File: config.mk
export PLATFORM = sky130hd
export DESIGN_NAME = ioctl_upload_reader_flat
export DESIGN_NICKNAME = d
export VERILOG_FILES = /design/src/rtl/ioctl_upload_reader_pkg.sv /design/src/rtl/ioctl_upload_reader_if.sv /design/src/rtl/ioctl_upload_reader_checksum.sv /design/src/rtl/ioctl_upload_reader.sv /design/src/flat_wrapper.sv
export SDC_FILE = /design/constraint.sdc
export NUM_CORES = 1
export LEC_CHECK = 0
export BUFFER_PORTS_ARGS = -buffer_cell sky130_fd_sc_hd__buf_2
export CAP_MARGIN = 20
export CORE_ASPECT_RATIO = 0.5
export CORE_MARGIN = 2
export CORE_UTILIZATION = 50
export DETAILED_ROUTE_END_ITERATION = 10
export PLACE_DENSITY = 0.79
export SLEW_MARGIN = 40
export SYNTH_ARGS = -nofsm -noshare
export SYNTH_HDL_FRONTEND = slang
export SYNTH_SLANG_ARGS = --single-unit
File: constraint.sdc
create_clock -name clk_sys -period 2.82 [get_ports clk_sys]
set_input_delay 0.423 -clock clk_sys [delete_from_list [all_inputs] [get_ports clk_sys]]
set_output_delay 0.423 -clock clk_sys [all_outputs]
set_load 0.01 [all_outputs]
File: src/rtl/ioctl_upload_reader_pkg.sv
// Shared ioctl definitions: upload FSM states, address width, file indices.
package ioctl_pkg;

    typedef enum logic [1:0] {IDLE, FETCH, WAIT, LATCH} upload_state_t;

    localparam int         IOCTL_ADDR_W = 25;
    localparam logic [7:0] BIOS_INDEX   = 8'd0;
    localparam logic [7:0] SAVE_INDEX   = 8'd2;

endpackage

File: src/rtl/ioctl_upload_reader_if.sv
// hps_io upload read channel plus the core RAM read port.
interface ioctl_upload_reader_if
    import ioctl_pkg::*;
#(
    parameter int ADDR_W = 14
);
    logic                    ioctl_upload;
    logic [7:0]              ioctl_index;
    logic                    ioctl_rd;
    logic [IOCTL_ADDR_W-1:0] ioctl_addr;
    logic [7:0]              ioctl_din;
    logic                    ioctl_wait;
    logic [ADDR_W-1:0]       mem_addr;
    logic                    mem_rd;
    logic [7:0]              mem_dout;

    modport master (
        output ioctl_upload, ioctl_index, ioctl_rd, ioctl_addr, mem_dout,
        input  ioctl_din, ioctl_wait, mem_addr, mem_rd
    );

    modport slave (
        input  ioctl_upload, ioctl_index, ioctl_rd, ioctl_addr, mem_dout,
        output ioctl_din, ioctl_wait, mem_addr, mem_rd
    );
endinterface

File: src/rtl/ioctl_upload_reader_checksum.sv
// 16-bit wrapping byte accumulator with synchronous clear and enable.
module upload_checksum (
    input  logic        clk_sys,
    input  logic        reset_n,
    input  logic        i_clr,
    input  logic        i_en,
    input  logic [7:0]  i_data,
    output logic [15:0] o_sum
);
    logic [15:0] r_sum;

    always_ff @(posedge clk_sys or negedge reset_n) begin
        if (!reset_n) begin
            r_sum <= '0;
        end else if (i_clr) begin
            r_sum <= i_en ? {8'h00, i_data} : 16'h0000;
        end else if (i_en) begin
            r_sum <= r_sum + {8'h00, i_data};
        end
    end

    assign o_sum = r_sum;
endmodule

File: src/rtl/ioctl_upload_reader.sv
// Serves hps_io upload reads from fixed-latency core RAM.
// Optional checksum output: define IOCTL_UPLOAD_CHECKSUM_EN.
module ioctl_upload_reader
    import ioctl_pkg::*;
#(
    parameter logic [7:0] UPLOAD_INDEX = SAVE_INDEX,
    parameter int         ADDR_W       = 14,
    parameter int         MEM_LATENCY  = 2,
    parameter logic [7:0] FILL_BYTE    = 8'hFF
) (
    input  logic                    clk_sys,
    input  logic                    reset_n,
    ioctl_upload_reader_if.slave    bus,
    output logic                    upload_active,
    output logic                    upload_done,
    output logic [IOCTL_ADDR_W-1:0] bytes_sent
`ifdef IOCTL_UPLOAD_CHECKSUM_EN
    ,
    output logic [15:0]             checksum
`endif
);
    localparam logic [3:0] LAT_M1 = 4'(MEM_LATENCY - 1);

    upload_state_t           r_state, w_next;
    logic [3:0]              r_cnt, w_cnt_next;
    logic [ADDR_W-1:0]       r_mem_addr;
    logic [7:0]              r_din;
    logic                    r_active, r_done;
    logic [IOCTL_ADDR_W-1:0] r_bytes;

    logic       w_sel, w_in_win, w_accept, w_latch;
    logic       w_din_upd, w_rise;
    logic [7:0] w_din_val;

    assign w_sel     = bus.ioctl_upload && (bus.ioctl_index == UPLOAD_INDEX);
    assign w_in_win  = bus.ioctl_addr[IOCTL_ADDR_W-1:ADDR_W] == '0;
    assign w_accept  = w_sel && bus.ioctl_rd && (r_state == IDLE);
    assign w_rise    = w_sel && !r_active;
    assign w_din_upd = w_latch || (w_accept && !w_in_win);
    assign w_din_val = w_latch ? bus.mem_dout : FILL_BYTE;

    // Losing sel abandons any fetch in flight without touching ioctl_din.
    always_comb begin
        w_next     = r_state;
        w_cnt_next = r_cnt;
        w_latch    = 1'b0;
        if (!w_sel) begin
            w_next     = IDLE;
            w_cnt_next = '0;
        end else begin
            unique case (r_state)
                IDLE: begin
                    if (w_accept && w_in_win) begin
                        w_next     = FETCH;
                        w_cnt_next = LAT_M1;
                    end
                end
                FETCH, WAIT: begin
                    if (r_cnt == '0) begin
                        w_next = LATCH;
                    end else begin
                        w_next     = WAIT;
                        w_cnt_next = r_cnt - 4'd1;
                    end
                end
                LATCH: begin
                    w_next  = IDLE;
                    w_latch = 1'b1;
                end
                default: w_next = IDLE;
            endcase
        end
    end

    always_ff @(posedge clk_sys or negedge reset_n) begin
        if (!reset_n) begin
            r_state    <= IDLE;
            r_cnt      <= '0;
            r_mem_addr <= '0;
            r_din      <= 8'h00;
            r_active   <= 1'b0;
            r_done     <= 1'b0;
            r_bytes    <= '0;
        end else begin
            r_state  <= w_next;
            r_cnt    <= w_cnt_next;
            r_active <= w_sel;
            r_done   <= r_active && !w_sel;
            if (w_accept) r_mem_addr <= bus.ioctl_addr[ADDR_W-1:0];
            if (w_din_upd) r_din <= w_din_val;
            if (w_rise) begin
                r_bytes <= w_din_upd ? IOCTL_ADDR_W'(1) : '0;
            end else if (w_din_upd && r_bytes != '1) begin
                r_bytes <= r_bytes + IOCTL_ADDR_W'(1);
            end
        end
    end

    assign bus.mem_addr   = r_mem_addr;
    assign bus.mem_rd     = (r_state == FETCH);
    assign bus.ioctl_din  = r_din;
    assign bus.ioctl_wait = w_sel && (w_accept || r_state != IDLE);
    assign upload_active  = r_active;
    assign upload_done    = r_done;
    assign bytes_sent     = r_bytes;

`ifdef IOCTL_UPLOAD_CHECKSUM_EN
    upload_checksum u_csum (
        .clk_sys (clk_sys),
        .reset_n (reset_n),
        .i_clr   (w_rise),
        .i_en    (w_din_upd),
        .i_data  (w_din_val),
        .o_sum   (checksum)
    );
`endif

    cover property (@(posedge clk_sys) disable iff (!reset_n)
        w_sel && bus.ioctl_rd && r_state != IDLE);
endmodule

File: src/flat_wrapper.sv
// flat-port wrapper written by rule: the top's interface ports become plain ports
module ioctl_upload_reader_flat import ioctl_pkg::*;
#(
    parameter logic [7:0] UPLOAD_INDEX = SAVE_INDEX,
    parameter int         ADDR_W       = 14,
    parameter int         MEM_LATENCY  = 2,
    parameter logic [7:0] FILL_BYTE    = 8'hFF
)
  (clk_sys, reset_n, upload_active, upload_done, bytes_sent, bus_ioctl_upload, bus_ioctl_index, bus_ioctl_rd, bus_ioctl_addr, bus_mem_dout, bus_ioctl_din, bus_ioctl_wait, bus_mem_addr, bus_mem_rd);
  ioctl_upload_reader_if #(.ADDR_W(ADDR_W)) bus_i ();
  input  logic clk_sys;
  input  logic reset_n;
  output logic upload_active;
  output logic upload_done;
  output logic [IOCTL_ADDR_W-1:0] bytes_sent;
  input wire logic [$bits(bus_i.ioctl_upload)-1:0] bus_ioctl_upload;
  input wire logic [$bits(bus_i.ioctl_index)-1:0] bus_ioctl_index;
  input wire logic [$bits(bus_i.ioctl_rd)-1:0] bus_ioctl_rd;
  input wire logic [$bits(bus_i.ioctl_addr)-1:0] bus_ioctl_addr;
  input wire logic [$bits(bus_i.mem_dout)-1:0] bus_mem_dout;
  output wire logic [$bits(bus_i.ioctl_din)-1:0] bus_ioctl_din;
  output wire logic [$bits(bus_i.ioctl_wait)-1:0] bus_ioctl_wait;
  output wire logic [$bits(bus_i.mem_addr)-1:0] bus_mem_addr;
  output wire logic [$bits(bus_i.mem_rd)-1:0] bus_mem_rd;
  assign bus_i.ioctl_upload = bus_ioctl_upload;
  assign bus_i.ioctl_index = bus_ioctl_index;
  assign bus_i.ioctl_rd = bus_ioctl_rd;
  assign bus_i.ioctl_addr = bus_ioctl_addr;
  assign bus_i.mem_dout = bus_mem_dout;
  assign bus_ioctl_din = bus_i.ioctl_din;
  assign bus_ioctl_wait = bus_i.ioctl_wait;
  assign bus_mem_addr = bus_i.mem_addr;
  assign bus_mem_rd = bus_i.mem_rd;
  ioctl_upload_reader #(.UPLOAD_INDEX(UPLOAD_INDEX), .ADDR_W(ADDR_W), .MEM_LATENCY(MEM_LATENCY), .FILL_BYTE(FILL_BYTE)) u_core (.clk_sys(clk_sys), .reset_n(reset_n), .bus(bus_i), .upload_active(upload_active), .upload_done(upload_done), .bytes_sent(bytes_sent));
endmodule
==> results.md <==
- Outcome: complete, no violations
- Number of synthesized flops with an enable pin: 0
- Crit path largest cell delay: 0.57 ns
- Top FF cell, synth: dfrtp_1
- Die height: 57.27 µm
- Synthesized net count: 326
- Site Rows: 19
- Clock slew at reported path FFs: 0.07 ns
- Fin crit share: 85.58%
- Worst hold path type: input port to async pin
- Critical path, cell by cell: inv_1 -> ha_1 -> nor4bb_1 -> nand4_2 -> o21a_2 -> or4_1 -> a21oi_1
- Mean post-synth cell area: 10.32 µm²
- GRT overflow: 0
- Post-CTS sizing: 0
- Die area: 0.006331 mm²
- Post-Synthesis Cells: 275
- Synth warn: 0
- Vias: 2642
- Core box area: 0.005468 mm²
- Cell Pwr Density: 425.4 mW/mm²
- Slew Limit Headroom: 52.01%
- Wire per inst: 15.51 µm
- Total power: 1.519 mW
- Antenna-violating nets left: 0
- Vias in the first global route: 2520
- Leakage: 1.781 nW
- Clock Sinks: 55
- Nets: 424
- Crit path time final: 2.413 ns
- Worst-margin pin slew: 0.7104 ns
- Final Hold Vio Count: 0
- Root Buffer: clkbuf_16
- RSZ-0062 raised after global routing: no
- Postcts setup bufs: 0
- Delay-heaviest family, CP: simple AND/OR/NAND/NOR gates
- Flops & latches, synth: 55
- Distinct cells, synth: 44
- Cts bufs inserted: 5
- CP Capture Type: flop
- WS Path Type: flop to flop
- Latest clock arrival within the worst-skew pair: 0.30 ns
- Ys async rst share: 100.0%
- Slowest-stage cell, CP: or4_1
- DIE WIDTH: 110.5 µm
- Num ports: 96
- GP Congestion: 0.8383
- WL final: 6931 µm
- Maximum clock insertion buffer count: 2
- Dpl cells: 439
- H-Tree Depth: 2
- # Max-Cap Violations: 0
- VDD IR-drop max: 0.2658 mV
- Most frequent cells in the layout: 95 x buf_2, 55 x dfrtp_1, 18 x nand3_1, 17 x a21oi_1, 15 x or4_1
- Total track usage: 22.84%
- Diode count: 0
- Post-Syn Area: 0.002838 mm²
- Setup TNS: 0 ns
- Via/cell ratio: 5.911
- # hold bufs at CTS: 0
- Clk_skew: 0.007548 ns
- CTS tree: built
- Max FO, Critical Path: 35
- HPWL after detailed placement: 5183 µm
- Critical Path RT: 3.04 ns
- Share of cells above drive strength 1: 35.29%
- Post-synthesis sequential area ratio: 48.50%
- Slew Limit Fails: 0
- Final setup viols: 0
- Port buffer count: 95
- Synth-to-Final Area Change: 25.84%
- Largest net degree at the start of global routing: 36
- CP Launch Type: flop
- Initial DRC Count: 86
- Fillers: 470
- DRT Pass-1 Iters: 4
- Non-filler cells, final: 447
- Initial Util: 51.90%
- Worst Path Arrival: 2.63 ns
- First-pass GRT wire length: 11800 µm
- CP Buf/Inv Count: 1
- Commonest non-fill, non-tap cell in the layout: buf_2
- Initial antenna violation count: 0
- Drc violations: 0
- Fmax: 0.4143 GHz
## Yosys cell counts (all sizes together) (2+ instances only)
| cell | n | area (µm²) |
|---|---|---|
| clkbuf | 9 | 33.78 |
| dfrtp | 55 | 1376 |
| a31oi | 6 | 37.54 |
| mux2 | 14 | 157.7 |
| and3 | 6 | 37.54 |
| o2111ai | 2 | 17.52 |
| o22a | 8 | 70.07 |
| o21a | 6 | 45.04 |
| a41o | 2 | 20.02 |
| nand2 | 13 | 48.80 |
| nor2 | 13 | 48.80 |
| mux2i | 3 | 30.03 |
| ha | 6 | 75.07 |
| nand3b | 3 | 22.52 |
| or4 | 15 | 112.6 |
| o31ai | 13 | 97.59 |
| inv | 6 | 22.52 |
| nor3 | 8 | 40.04 |
| nand4b | 2 | 17.52 |
| nand3 | 18 | 90.09 |
| nor2b | 3 | 18.77 |
| o31a | 3 | 26.28 |
| or3 | 2 | 12.51 |
| buf | 5 | 26.27 |
| nand4 | 8 | 62.56 |
| a21oi | 17 | 85.08 |
| nor4 | 10 | 77.57 |
| o21ai | 8 | 40.03 |
## worst register-to-register path, cell delays in order (launching register included)
cell      delay (ns)
dfrtp_1         0.42
inv_1           0.09
ha_1            0.16
nor4bb_1        0.32
nand4_2         0.17
o21a_2          0.42
or4_1           0.58
a21oi_1         0.17
## stage by stage
stage                     instance area, µm²  util [%]  worst slack, ns  hold WS [ns]
after floorplan                         2838         -           0.6467        0.1274
after global placement                  3420     62.54           0.3165        0.4669
after global routing                    3571     65.31           0.2582        0.2140
after CTS                               3571     65.31           0.4071        0.1764
final                                   3571     65.31           0.4066        0.1561
after detailed placement                3421     62.56           0.4630        0.4752
## per-layer routing
layer	wire length (µm)	part of all wire [%]	global-route usage [%]	vias up
met5	0	0	0	-
met4	82	1.2	7.321	0
met3	355	5.1	4.463	7
met2	3599	52	40.67	70
met1	2893	42	28.86	1294
li1	-	-	-	1271
## registers in the layout, indices dropped and copies added, names as in the netlist
name and count:
u_core.upload_active 1, u_core.r_state 2, u_core.bytes_sent 25, u_core.r_cnt 4
u_core.bus.ioctl_din 8, u_core.upload_done 1, u_core.bus.mem_addr 14
## final timing paths
check	from	to	slack, ns	depth (start not counted)
min reg2reg	u_core.bus.ioctl_din[1]$_DFFE_PN0P_	u_core.bus.ioctl_din[1]$_DFFE_PN0P_	0.49	1
max reg2reg	u_core.r_state[0]$_DFFE_PN0P_	u_core.bytes_sent[11]$_DFFE_PN0P_	0.41	7
min in group clk_sys	bus_ioctl_addr[7]	u_core.bus.mem_addr[7]$_DFFE_PN0P_	0.35	2
min	reset_n	u_core.bus.ioctl_din[1]$_DFFE_PN0P_	0.16	1
max in group asynchronous	reset_n	u_core.bytes_sent[22]$_DFFE_PN0P_	2.01	2
max	u_core.r_state[0]$_DFFE_PN0P_	u_core.bytes_sent[11]$_DFFE_PN0P_	0.41	7
## area by class of cell
type	instances	area [µm²]	area share (%)
Tap cell	73	91.34	2.558
Timing Repair Buffer	105	550.5	15.42
Inverter	6	22.52	0.6307
Multi-Input combinational cell	200	1380	38.65
Clock buffer	5	125.1	3.504
Clock inverter	3	25.02	0.7008
Sequential cell	55	1376	38.54
## where the power goes
group          internal [mW]  switching [mW]
registers              0.799         0.00665
clock network          0.333           0.295
logic                 0.0411          0.0446
total                   1.17           0.346
## cell families (layout without fill, tap and decap cells)
logic type	Yosys count	after routing	synth area share [%]
buf+inv	20	119	2.910
flops	55	55	48.50
compound gates	68	68	16.31
fa+ha+maj	6	6	2.645
simple gates	109	109	23.02
mux	17	17	6.614
(Power assumes the default switching activity.)
